File: config.mk
export PLATFORM = sky130hd
export DESIGN_NAME = itch_msg_serializer
export DESIGN_NICKNAME = d
export VERILOG_FILES = /design/src/rtl/itch_msg_serializer.sv
export SDC_FILE = /design/constraint.sdc
export NUM_CORES = 1
export LEC_CHECK = 0
export ABC_CLOCK_PERIOD_IN_PS = 3400
export CORE_AREA = 2 2 170 172
export CTS_CLUSTER_SIZE = 24
export DETAILED_ROUTE_END_ITERATION = 8
export DIE_AREA = 0 0 172 174
export PLACE_DENSITY = 0.74
export SYNTH_ARGS = -nofsm -noshare
export SYNTH_HDL_FRONTEND = slang
export SYNTH_SLANG_ARGS = --single-unit
export TNS_END_PERCENT = 30
File: constraint.sdc
create_clock -name clkIn -period 3.4 [get_ports clkIn]
set_input_delay 0.68 -clock clkIn [delete_from_list [all_inputs] [get_ports clkIn]]
set_output_delay 0.68 -clock clkIn [all_outputs]
set_load 0.01 [all_outputs]
File: src/rtl/itch_msg_serializer.sv
// itch_msg_serializer: ITCH 5.0 order-event serializer, one big-endian byte per clock (optional MoldUDP64 length prefix: ITCH_MOLD_LEN_PREFIX_EN)
module itch_msg_serializer #(
   parameter logic [63:0] STOCK = 64'h4141504C20202020,
   parameter int IDLE_GAP = 0,
   parameter logic [15:0] TRACKING = 16'h0000
) (
   input logic clkIn,
   input logic rstIn,
   input logic msgValidIn,
   output logic msgReadyOut,
   input logic [1:0] msgTypeIn,
   input logic [15:0] locateIn,
   input logic [47:0] timestampIn,
   input logic [63:0] orderRefIn,
   input logic buySellIn,
   input logic [31:0] sharesIn,
   input logic [31:0] priceIn,
   output logic [7:0] dataOut,
   output logic dataValidOut,
   output logic lastOut
);
   typedef enum logic [1:0] {IDLE, LEN, SEND, GAP} stateType;
   stateType state;
   logic [5:0] cnt;
   logic [3:0] gapCnt;
   logic [1:0] typeR;
   logic [15:0] locR;
   logic [47:0] tsR;
   logic [63:0] refR;
   logic sideR;
   logic [31:0] sharesR;
   logic [31:0] priceR;
   logic [63:0] matchR;
   logic [87:0] header;
   logic [287:0] frame;
   logic [5:0] lastIdx;
   logic [5:0] nextIdx;
   logic [7:0] nextByte;
   logic lastByte;
   logic accept;

   function automatic logic [7:0] typeChar(input logic [1:0] t);
      return (t == 2'd0) ? 8'h41 : (t == 2'd1) ? 8'h45 : (t == 2'd2) ? 8'h58 : 8'h44;
   endfunction

   function automatic logic [5:0] msgLen(input logic [1:0] t);
      return (t == 2'd0) ? 6'd36 : (t == 2'd1) ? 6'd31 : (t == 2'd2) ? 6'd23 : 6'd19;
   endfunction

   // whole message left-aligned in a 36-byte frame; the byte counter walks it from the top
   always_comb begin
      header = {typeChar(typeR), locR, TRACKING, tsR};
      frame = (typeR == 2'd0) ? {header, refR, sideR ? 8'h42 : 8'h53, sharesR, STOCK, priceR}
            : (typeR == 2'd1) ? {header, refR, sharesR, matchR, 40'd0}
            : (typeR == 2'd2) ? {header, refR, sharesR, 104'd0}
            : {header, refR, 136'd0};
      lastIdx = msgLen(typeR) - 6'd1;
      nextIdx = cnt + 6'd1;
      nextByte = frame[{6'd35 - nextIdx, 3'b000} +: 8];
      lastByte = (state == SEND) && (cnt == lastIdx);
   end

   assign msgReadyOut = !rstIn && ((state == IDLE) || (lastByte && (IDLE_GAP == 0)));
   assign accept = msgValidIn && msgReadyOut;

   // message capture, byte sequencing and registered stream outputs
   always_ff @(posedge clkIn) begin
      if (rstIn) begin
         state <= IDLE;
         cnt <= '0;
         gapCnt <= '0;
         typeR <= '0;
         locR <= '0;
         tsR <= '0;
         refR <= '0;
         sideR <= 1'b0;
         sharesR <= '0;
         priceR <= '0;
         matchR <= 64'd1;
         dataOut <= '0;
         dataValidOut <= 1'b0;
         lastOut <= 1'b0;
      end else begin
         if (lastByte && (typeR == 2'd1)) matchR <= matchR + 64'd1;
         if (accept) begin
            typeR <= msgTypeIn;
            locR <= locateIn;
            tsR <= timestampIn;
            refR <= orderRefIn;
            sideR <= buySellIn;
            sharesR <= sharesIn;
            priceR <= priceIn;
            cnt <= '0;
            dataValidOut <= 1'b1;
            lastOut <= 1'b0;
`ifdef ITCH_MOLD_LEN_PREFIX_EN
            state <= LEN;
            dataOut <= 8'h00;
`else
            state <= SEND;
            dataOut <= typeChar(msgTypeIn);
`endif
         end else begin
            case (state)
`ifdef ITCH_MOLD_LEN_PREFIX_EN
               LEN: begin
                  cnt <= (cnt == 6'd0) ? 6'd1 : 6'd0;
                  state <= (cnt == 6'd0) ? LEN : SEND;
                  dataOut <= (cnt == 6'd0) ? {2'b00, msgLen(typeR)} : frame[287:280];
                  dataValidOut <= 1'b1;
                  lastOut <= 1'b0;
               end
`endif
               SEND: begin
                  cnt <= lastByte ? 6'd0 : nextIdx;
                  dataOut <= lastByte ? 8'h00 : nextByte;
                  dataValidOut <= !lastByte;
                  lastOut <= !lastByte && (nextIdx == lastIdx);
                  state <= !lastByte ? SEND : (IDLE_GAP > 1) ? GAP : IDLE;
                  gapCnt <= 4'(IDLE_GAP - 2);
               end
               GAP: begin
                  state <= (gapCnt == 4'd0) ? IDLE : GAP;
                  gapCnt <= gapCnt - 4'd1;
                  dataOut <= '0;
                  dataValidOut <= 1'b0;
                  lastOut <= 1'b0;
               end
               default: begin
                  dataOut <= '0;
                  dataValidOut <= 1'b0;
                  lastOut <= 1'b0;
               end
            endcase
         end
      end
   end
endmodule
After elaboration in Yosys (flattened, before gate mapping)
Cells that the tools add are included.
Widths: inputs -> output; s select.
- register bits after elaboration: 281
- bits in latches: 0
- bits in writable memories: 0
- ROM bits: 0
- input bits: 198
- output and inout bits: 11
- word-level logic and storage cells: 72
- memories kept: 0
- add/subtract/negate cells: 5
- multipliers: 0
- divide/modulo/power cells: 0
- magnitude comparators: 0
- eq/ne operators: 8
- shift operators: 1
- multiplexer cells: 24
- bitwise operators: 2
- reduce and logical (&&, ||, !) cells: 17
- operators by type and width (kind ; count):
    $mux 136 ; 3
    $shiftx 288x10->8 ; 1
    $add 64x1->64 const B ; 1
    $mux 5 ; 7
    $mux 8 ; 3
    $eq 6x6->1 ; 2
    $mux 6 ; 2
    $eq 2x2->1 const B ; 4
    $pmux 4 s2 ; 1
    $add 6x1->6 const B ; 1
    $logic_not 2->1 ; 3
    $mux 2 ; 3
    $sub 6x1->6 const B ; 1
    $sub 6x6->6 const A ; 1
    $logic_and 1x1->1 ; 5
    $eq 2x1->1 const B ; 2
    $logic_not 4->1 ; 1
    $mux 4 ; 1
    $pmux 2 s2 ; 1
    $sub 4x1->4 const B ; 1
    $mux 3 ; 1
    $reduce_bool 3->1 ; 1
    $reduce_or 3->1 ; 1
    $logic_not 1->1 ; 2
    6 further kinds ; 8

Depth between registers and ports, before layout
- word-level depth: 12
- mapped depth: 14
- depth with buffers taken out: 10

Least setup slack after synthesis
No wires, ideal clock.
- path type: reg2reg
- start: register cnt[1]
- end: register dataOut[1]
- library setup time: 133 ps
- arrival time: 3099 ps
- data required time: 3267 ps
- setup slack: 169 ps
- stages on the path, launching flop included: 14
- buffers on the path: 6
- period minus slack after synthesis: 3231 ps
- cells stage by stage: dfxtp_1 > ha_1 > clkbuf_1 > xor2_1 > inv_1 > clkbuf_1 > clkbuf_1 > ha_1 > clkbuf_1 > clkbuf_1 > clkbuf_1 > o21ai_0 > a32oi_1 > o22ai_1
- cells in the longest elaborated chain, start to end: 6
- elaborated cells on any way between the ends: 11
- classes of those cells: add/sub: 2; eq/ne: 1; shift: 1; mux: 3; reduce/logical: 4
- ends and longest elaborated chain (item ; line ; source):
    from (decl) ; 24 ; logic [5:0] cnt;
    from (signal assigned) ; 115 ; cnt <= lastByte ? 6'd0 : nextIdx;
    $add 6x1->6 / $eq 6x6->1 (equally long branches) ; 58, 60 ;
    $sub 6x6->6 / $logic_and 1x1->1 (equally long branches) ; 59, 60 ;
    $shiftx 288x10->8 / $logic_or 1x1->1 (equally long branches) ; 59, 63 ;
    $mux 8 / $logic_and 1x1->1 (equally long branches) ; 116, 63 ;
    $mux 8 / $logic_and 1x1->1 (equally long branches) ; 104, 64 ;
    $mux 8 (*) ; 85 ; if (accept) begin
    to (signal assigned) ; 101 ; dataOut <= typeChar(msgTypeIn);
    to (signal assigned) ; 116 ; dataOut <= lastByte ? 8'h00 : nextByte;
    to (decl) ; 18 ; output logic [7:0] dataOut,
Every way passes the cells marked *; elsewhere a longest branch is shown, timed or not.
A chain may end at the register's enable or synchronous reset.

Worst setup path after layout
- start: register typeR[1]
- end: output msgReadyOut
- cells in the longest elaborated chain, start to end: 9
- elaborated cells on any way between the ends: 11
- classes of those cells: add/sub: 1; eq/ne: 3; mux: 3; reduce/logical: 4
- ends and longest elaborated chain (item ; line ; source):
    from (decl) ; 26 ; logic [1:0] typeR;
    from (signal assigned) ; 86 ; typeR <= msgTypeIn;
    $eq 2x2->1 ; 47 ; return (t == 2'd0) ? 6'd36 : (t == 2'd1) ? 6'd31 : (t == 2'd2) ? 6'd23 : 6'd19;
    $mux 3 ; 47 ;
    $mux 4 ; 47 ;
    $mux 6 (*) ; 47 ;
    $sub 6x1->6 (*) ; 57 ; lastIdx = msgLen(typeR) - 6'd1;
    $eq 6x6->1 (*) ; 60 ; lastByte = (state == SEND) && (cnt == lastIdx);
    $logic_and 1x1->1 (*) ; 60 ;
    $logic_or 1x1->1 (*) ; 63 ; assign msgReadyOut = !rstIn && ((state == IDLE) || (lastByte && (IDLE_GAP == 0)));
    $logic_and 1x1->1 (*) ; 63 ;
    to (decl) ; 10 ; output logic msgReadyOut,
Marked as above.

==> flow_summary.yaml <==
logic_synthesis:
  synth_top_cell_by_area: "dfxtp_1"
  synth_async_sr_flop_share: 0
  avgSynthCellArea_sq_um: 7.95
  synthFlopType: "dfxtp_1"
  synth_top_area_share: 0.412
  synth_edf_count: 0
  syn_inst: 1717
  synthDistinctLibCells: 77
  ys_top_cells_by_area: "dfxtp_1 41%, nand2_1 13%, a21oi_1 8.8%"
  yosys_warnings: 0
  syn_nets: 1926
  synth_seq_cells: 281
  ys_seq_area_frac: 0.412
  synth_area_sq_um: 13700
floorplanning:
  die_area_sq_um: 29900
  die_w_um: 172
  fp-row-count: 62
  die_h_um: 174
  pin_count: 209
  initial_core_util: 0.484
  core-area_sq_um: 28200
sta:
  hold_viol_final: 0
  tightest_slew_ns: 0.958
  setup_tns_ns: 0
  fin_crit_sh: 0.942
  slew_headroom: 0.356
  fin_worst_skew_ns: 0.0267
  slew_violations: 0
  min_period_ns: 3.20
  max_freq_mhz: 312
  rsz0062_at_grt: "false"
  setup_viol: 0
power:
  p_per_area_nw_per_um2: 474
  cellLeakagePower_uw: 0.00579
  ir_drop_v: 0.000423
critical_path:
  cp_slowest_stage_delay_ns: 0.39
  setup.worst_path.start: "typeR[1]"
  end_kind: "output pin"
  crit_type: "flop to output pin"
  cp.arrival_ns: 2.52
  critPathSlowestCell: "dfxtp_1"
  cpLargestDelayFamily: "buffers and inverters"
  worstPathRequired_ns: 2.72
  worstPathMaxFanout: 5
  crit_chain: "inv_1, ha_1, xnor2_2, o2111ai_4, and2_1, nor3_1, dlygate4sd2_1"
  start_kind: "flop"
  r2r_start: "typeR[1]"
  path_buf_inv: 2
route:
  drc: 0
  vias: 13000
  wl_um: 42700
  drt_iter0_markers: 1181
  ant_nets: 0
  drtPass1Iterations: 5
  vias_per_cell: 5.74
  wl_per_cell_um: 18.8
global_routing:
  grt_max_degree: 202
  grt_pass1_vias: 12600
  track_usage: 0.283
  antenna_found_initial: 0
  grt-ovfl-total: 0
  grt_pass1_wl_um: 67000
min_path:
  hp-start: "tsR[3]"
  hp-class: "flop to flop"
layout:
  fin_cells: 2268
  insertedDiodeCount: 0
  mostFrequentLayoutCell: "nand2_1"
  drive_above_1_share: 0.0823
  seq_area_sq_um: 5630
  nNetsFinal: 2069
  multi_input_area_sq_um: 7430
  area_delta_synth_final_pct: 25.9
  final_cell_mix: "461 x nand2_1, 280 x dfxtp_1, 239 x a21oi_1"
  fillers: 2496
clock_network:
  htree_levels: 1
  clkTransAtPathRegs_ns: 0.06
  cts_buffers: 30
  clockBufferDepth: 3
  cts_hold_buf: 0
  cts_root_buffer: "clkbuf_16"
  cts_tree: "built"
  clk_latency_ns: 0.59
  clock_sinks: 281
placed_design:
  dp.final_hpwl_um: 30200
  gp_congestion: 0.950
  io_buffers: 208
  dp.cells: 2211
flow_run:
  drv_cap: 0
outcome:
  outcome: "complete, no violations"
## synth_stat cells (10+ instances only)
| cell type | instances |
|---|---|
| inv_1 | 19 |
| buf_2 | 27 |
| o21ai_0 | 33 |
| nand3_1 | 42 |
| nand2_1 | 461 |
| ha_1 | 11 |
| or3_1 | 11 |
| clkbuf_1 | 97 |
| a22oi_1 | 10 |
| mux2_2 | 14 |
| nor3_1 | 21 |
| nor4_1 | 30 |
| a211oi_1 | 12 |
| nor2_1 | 92 |
| xor2_1 | 20 |
| nand2b_1 | 12 |
| xnor2_1 | 46 |
| a21oi_1 | 239 |
| nor2b_1 | 12 |
| dfxtp_1 | 281 |
| nand4_1 | 22 |
| mux4_2 | 26 |
| mux2i_1 | 25 |
## worst reg2reg max path, stage by stage (launching register included)
cell and delay [ns]:
dfxtp_1 0.39, inv_1 0.13, ha_1 0.35, xnor2_2 0.21, nand3_1 0.22, or4_1 0.83
buf_4 0.30, nor4_1 0.32, xnor2_1 0.17, nor2_1 0.05
## cell families after synthesis
kind of cell,synth area share
buf+inv,0.0467
xor+xnor,0.0447
fa+ha+maj,0.0101
compound gates,0.170
mux,0.0727
simple gates,0.244
flops,0.412
## where the power goes
part,internal (uW),switching (uW),leakage (uW),total [uW]
clock,2310,1410,0.000571,3720
combinational,461,508,0.00293,969
sequential,3400,70.1,0.00228,3470
## flip-flops by register name, indices dropped and copies added, names as in the netlist
signal        cells
state             2
sideR             1
gapCnt            4
dataOut           8
typeR             2
cnt               6
dataValidOut      1
priceR           32
sharesR          32
refR             64
matchR           64
locR             16
lastOut           1
tsR              48
## what timing repair did
| action | in CTS | in global routing |
|---|---|---|
| buffers inserted | 1 | 0 |
| setup endpoints to repair | 1 | 1 |
| gates resized for setup | 1 | 1 |
| pin swaps | 1 | 1 |
## metrics by stage
| step | utilization | hold WS [ns] | cell area [sq um] | worst slack, ns | total power (uW) |
|---|---|---|---|---|---|
| floorplan | - | 0.431 | 13700 | 0.169 | 4050 |
| global placement | 0.568 | 0.439 | 16000 | 0.437 | 4490 |
| detailed placement | 0.568 | 0.444 | 16000 | 0.322 | 4500 |
| CTS | 0.609 | 0.453 | 17200 | 0.0887 | 8180 |
| global route | 0.609 | 0.468 | 17200 | 0.0363 | 8410 |
| finish | 0.609 | 0.453 | 17200 | 0.199 | 8150 |
## routing by layer
metal / GRT usage / up-vias / wire [um]
met3: 0.0442 / 119 / 2840
met1: 0.355 / 6105 / 17100
met5: 0 / - / 0
li1: - / 6254 / -
met4: 0.124 / 0 / 2090
met2: 0.478 / 532 / 20600
## path summary, 6_finish.rpt
kind	end	slack, ns	cells after the start
min	tsR[3]	0.45	2
max reg2reg	matchR[60]	0.29	9
min reg2reg	tsR[3]	0.45	2
max	msgReadyOut	0.20	7
## cell type report
cell class	instances	share of cell area
well taps	384	0.0279
flip-flops and latches	281	0.327
clock buffers	37	0.0492
multi-input cells	1281	0.432
inverters	20	0.00436
repair buffers	246	0.141
clock inverters	19	0.0177
(Power assumes the default switching activity.)
==> RTL change 1 (config.mk and constraints unchanged) <==
Make the reset (`rstIn`) asynchronous in one clocked block.
--- a/src/rtl/itch_msg_serializer.sv
+++ b/src/rtl/itch_msg_serializer.sv
@@ -66,3 +66,3 @@
    // message capture, byte sequencing and registered stream outputs
-   always_ff @(posedge clkIn) begin
+   always_ff @(posedge clkIn or posedge rstIn) begin
       if (rstIn) begin
Function: differs if rstIn is asserted again (counterexample within 4 cycles, from zero or initial values and one cycle with rstIn high); with rstIn held inactive, the same outputs for 4 cycles.
==> RTL change 1 against the unedited design <==
  * Clock skew is 19 ps higher
  * Cell count is 20% lower
  * Worst setup slack worse by 19 ps
  * Area after synthesis is 5.5% higher
  * Routed wire length is 8.7% lower
  * Critical path type unchanged
  * Final area is 4.5% higher
  * Sequential cell count stayed put
Power is not compared: it rests on default switching activity, and its combinational part moved more than twofold at a synthesized area within 25%.
==> RTL change 1: results (changes against the unedited design) <==
Finish
  • Share of layout cells above drive strength 1: 0.208 (+0.126)
  • Fill cell count: 2,217 (-11%)
  • Fin nets: 1,616 (-22%)

Global route
  • Gr usage total: 0.265 (-0.0177)
  • Met3 usage: 0.0690 (+0.0248)
  • Met2 Use GR: 0.415 (-0.0628)
  • M1 GR Usage: 0.364 (+0.00825)
  • Initial antenna violation count: 2 (+2)
  • Vias in the first global route: 10,806 (-14%)
  • Largest net degree at the start of global routing: 119 (-41%)

Placed design
  • Pre-CTS setup slack: 378 ps (+55.8 ps)
  • Global placer's final weighted congestion: 0.930 (-2.1%)
  • Placed cell areas: 16,900 µm² (+5.3%)
  • Post-DP HPWL: 28,200 µm (-6.5%)

Worst hold path
  • Worst hold start: matchR[63]
  • Depth of the worst hold-timing path: 1 (-1)

Outcome
  • Status: completed

Timing
  • Fin Hold WS: 469 ps (+16.6 ps)
  • Worst slew pin tran: 703 ps (-256 ps)

Yosys
  • Netlist cell types: 83 (+7.8%)
  • Syn Nets: 1,418 (-26%)
  • Top post-synthesis cells by count: 280 x dfrtp_1, 155 x mux2_2, 73 x nand2_1
  • Post-synthesis area per instance: 11.9 µm² (+50%)

Detailed routing
  • Highest Signal Layer: met5
  • Initial DRC count: 863 (-27%)
  • Met2 WL: 18,500 µm (-10%)
  • DR WL met3: 3310 µm (+17%)
  • Metal1 wirelength: 15,900 µm (-7.0%)

Clock tree
  • Setup Fix Bufs, Post-CTS: 0 (-1)
  • Post_cts resized: 2 (+1)

Critical path
  • Slowest CP cell: dfrtp_1
  • Top delay family on crit path: flip-flops
==> RTL change 1: cell count changes after synthesis, sizes merged, moves of 74 or more <==
cell | before | now
nand2 | 462 | 73
dfxtp | 281 | 0
dfrtp | 0 | 280
a21oi | 239 | 40
mux2 | 14 | 205
clkbuf | 97 | 23
==> RTL change 1: cell type report <==
class / count / area [µm²] / area share
flip-flops and latches: 281 / 7040 / 0.392
multi-input cells: 826 / 6870 / 0.382
repair buffers: 247 / 2450 / 0.136
clock buffers: 48 / 948 / 0.0528
well taps: 384 / 480 / 0.0267
clock inverters: 8 / 98.8 / 0.00550
inverters: 22 / 86.3 / 0.00480
diodes: 1 / 2.50 / 0.000139
==> RTL change 1: cell families after synthesis <==
| family | synth area share |
|---|---|
| AND/OR/NAND/NOR | 0.107 |
| flip-flops | 0.488 |
| multiplexers | 0.215 |
| AO/OA/AOI/OAI | 0.0957 |
| buffers and inverters | 0.0383 |
| XOR/XNOR | 0.0466 |
| adder cells (fa/ha/maj) | 0.00869 |
==> RTL change 2 (config.mk and constraints unchanged) <==
Without the edit above. Add a define of `ITCH_MOLD_LEN_PREFIX_EN`.
--- a/src/rtl/itch_msg_serializer.sv
+++ b/src/rtl/itch_msg_serializer.sv
@@ -1,2 +1,4 @@
 // itch_msg_serializer: ITCH 5.0 order-event serializer, one big-endian byte per clock (optional MoldUDP64 length prefix: ITCH_MOLD_LEN_PREFIX_EN)
+`define ITCH_MOLD_LEN_PREFIX_EN
+
 module itch_msg_serializer #(
Function: changed (Yosys sat finds a counterexample within 4 cycles, from zero or initial values and one cycle with rstIn high).
==> RTL change 2 against the unedited design <==
  * Routed wire length is 1.6% higher
  * Critical path depth rose by 2
  * Total power grew 4.7%
  * Final area increased by 0.91%
  * Area after synthesis grew 1.5%
  * Sequential cell count is the same
  * Hold slack worse by 0.55 ps
  * Die area unchanged
  * Worst setup slack worse by 35 ps
  * Count of clock-buffer cells in the layout rose by 8
==> RTL change 2: results (changes against the unedited design) <==
Clock tree
  • CTS buffer count: 31 (+3.3%)
  • CTS max path bufs: 3 (unchanged)
  • Root Driver: clkbuf_16
  • H-tree levels: 1 (unchanged)
  • Later-pin clock latency in the skew report: 570 ps (-20 ps)
  • Setup Fix Bufs, Post-CTS: 0 (-1)
  • Reg clk slew, reported paths: 60 ps (about the same)

Detailed routing
  • Final wirelength: 43,400 µm (+1.6%)
  • Via count: 13,264 (+2.0%)
  • Drt first pass iters: 8 (+3)
  • Initial DRC count: 1,223 (+3.6%)

Finish
  • Fill cell count: 2,546 (+2.0%)
  • Largest regs: matchR x64, refR x64, tsR x48
  • Fin nets: 2,112 (+2.1%)
  • ANT cells: 0 (unchanged)
  • Share of layout cells above drive strength 1: 0.0792 (-0.00311)

Timing
  • Fin Hold WS: 452 ps (-0.554 ps)
  • Worst slew pin tran: 829 ps (-130 ps)
  • Setup Skew: 6.99 ps (-19.7 ps)

Pwr
  • Leakage: 0.00611 µW (+5.5%)
  • VDD IR max: 0.425 mV (+0.45%)

Outcome
  • Status: completed

Yosys
  • Netlist cell types: 68 (-12%)
  • Seq/Total Area, Yosys: 0.406 (-0.00613)
  • Syn Nets: 1,967 (+2.1%)
  • FFs w/ async S/R, synth: 0 (unchanged)
  • Warnings from Yosys: 0 (unchanged)
  • Top post-synthesis cells by count: 470 x nand2_1, 281 x dfxtp_1, 253 x a21oi_1
  • Area contributors post-synth: dfxtp_1 41%, nand2_1 13%, a21oi_1 9.1%

Placed design
  • Port bufs: 208 (unchanged)
  • Placed cell areas: 16,300 µm² (+1.7%)
  • Global placer's final weighted congestion: 0.896 (-5.7%)
  • Post-DP HPWL: 30,400 µm (+0.86%)

Global route
  • First-pass GRT wire length: 67,200 µm (+0.21%)
  • Gr usage total: 0.284 (+0.00144)
  • Largest net degree at the start of global routing: 174 (-14%)
  • Initial antenna violation count: 0 (unchanged)

Critical path
  • Worst R2R Setup Slack: 160 ps (-130 ps)
  • Critical Path AT: 3760 ps (+1240 ps)
  • CP max FO: 24 (+19)

Worst hold path
  • Hold Path Class: register to register
==> RTL change 2: report_power, final <==
group          total [µW]  internal [µW]  switching (µW)  leakage (µW)
registers            3600           3490             113       0.00229
clock network        3410           2010            1400      0.000506
logic                1530            658             875       0.00331
==> RTL change 2: worst max-delay path: stages (launching register included) <==
cell,delay (ps)
dfxtp_1,450
inv_1,150
ha_4,550
buf_4,370
o22ai_1,160
a2111oi_0,770
buf_4,230
a211oi_1,40
o32ai_1,270
a21o_1,180
==> RTL change 2: path summary, 6_finish.rpt <==
check / from / endpoint / cells past startpoint
setup / recovery: cnt[1] / dataOut[1] / 9
hold / removal: priceR[20] / priceR[20] / 2
setup reg to reg: cnt[1] / dataOut[1] / 9
hold reg to reg: priceR[20] / priceR[20] / 2
==> RTL change 2: repair_timing <==
action | CTS | global route
gates cloned | 0 | 0
endpoints found under the hold margin | 0 | 0
resized for setup | 3 | 3
pin swaps | 1 | 1
setup endpoints to repair | 1 | 1
==> RTL change 2: cell families (layout without fill, tap and decap cells) <==
logic type	after synthesis	count (layout)	synth area share
fa+ha+maj	17	17	0.0153
compound gates	420	420	0.179
flops	281	281	0.406
xor+xnor	60	60	0.0379
buf+inv	163	331	0.0477
simple gates	738	738	0.234
mux	73	73	0.0805
==> RTL change 2: through the flow <==
step	cells	worst slack [ps]
global placement	2248	277
global route	2304	76.3
finish	2304	163
detailed placement	2248	259
CTS	2304	3.56
floorplan	1752	-33.4
==> RTL change 2: final cells by class <==
cell class / instances / area, µm² / area share
Inverter: 22 / 82.6 / 0.00476
Multi-Input combinational cell: 1308 / 7610 / 0.439
Timing Repair Buffer: 253 / 2510 / 0.144
Clock inverter: 11 / 134 / 0.00771
Tap cell: 384 / 480 / 0.0277
Sequential cell: 281 / 5630 / 0.324
Clock buffer: 45 / 910 / 0.0524
==> RTL change 2: metal layers <==
metal / up-vias / GRT usage / part of all wire
li1: 6391 / - / -
met1: 6320 / 0.381 / 0.43
met2: 450 / 0.464 / 0.47
met3: 103 / 0.0476 / 0.065
met4: 0 / 0.0980 / 0.037
met5: - / 0 / 0
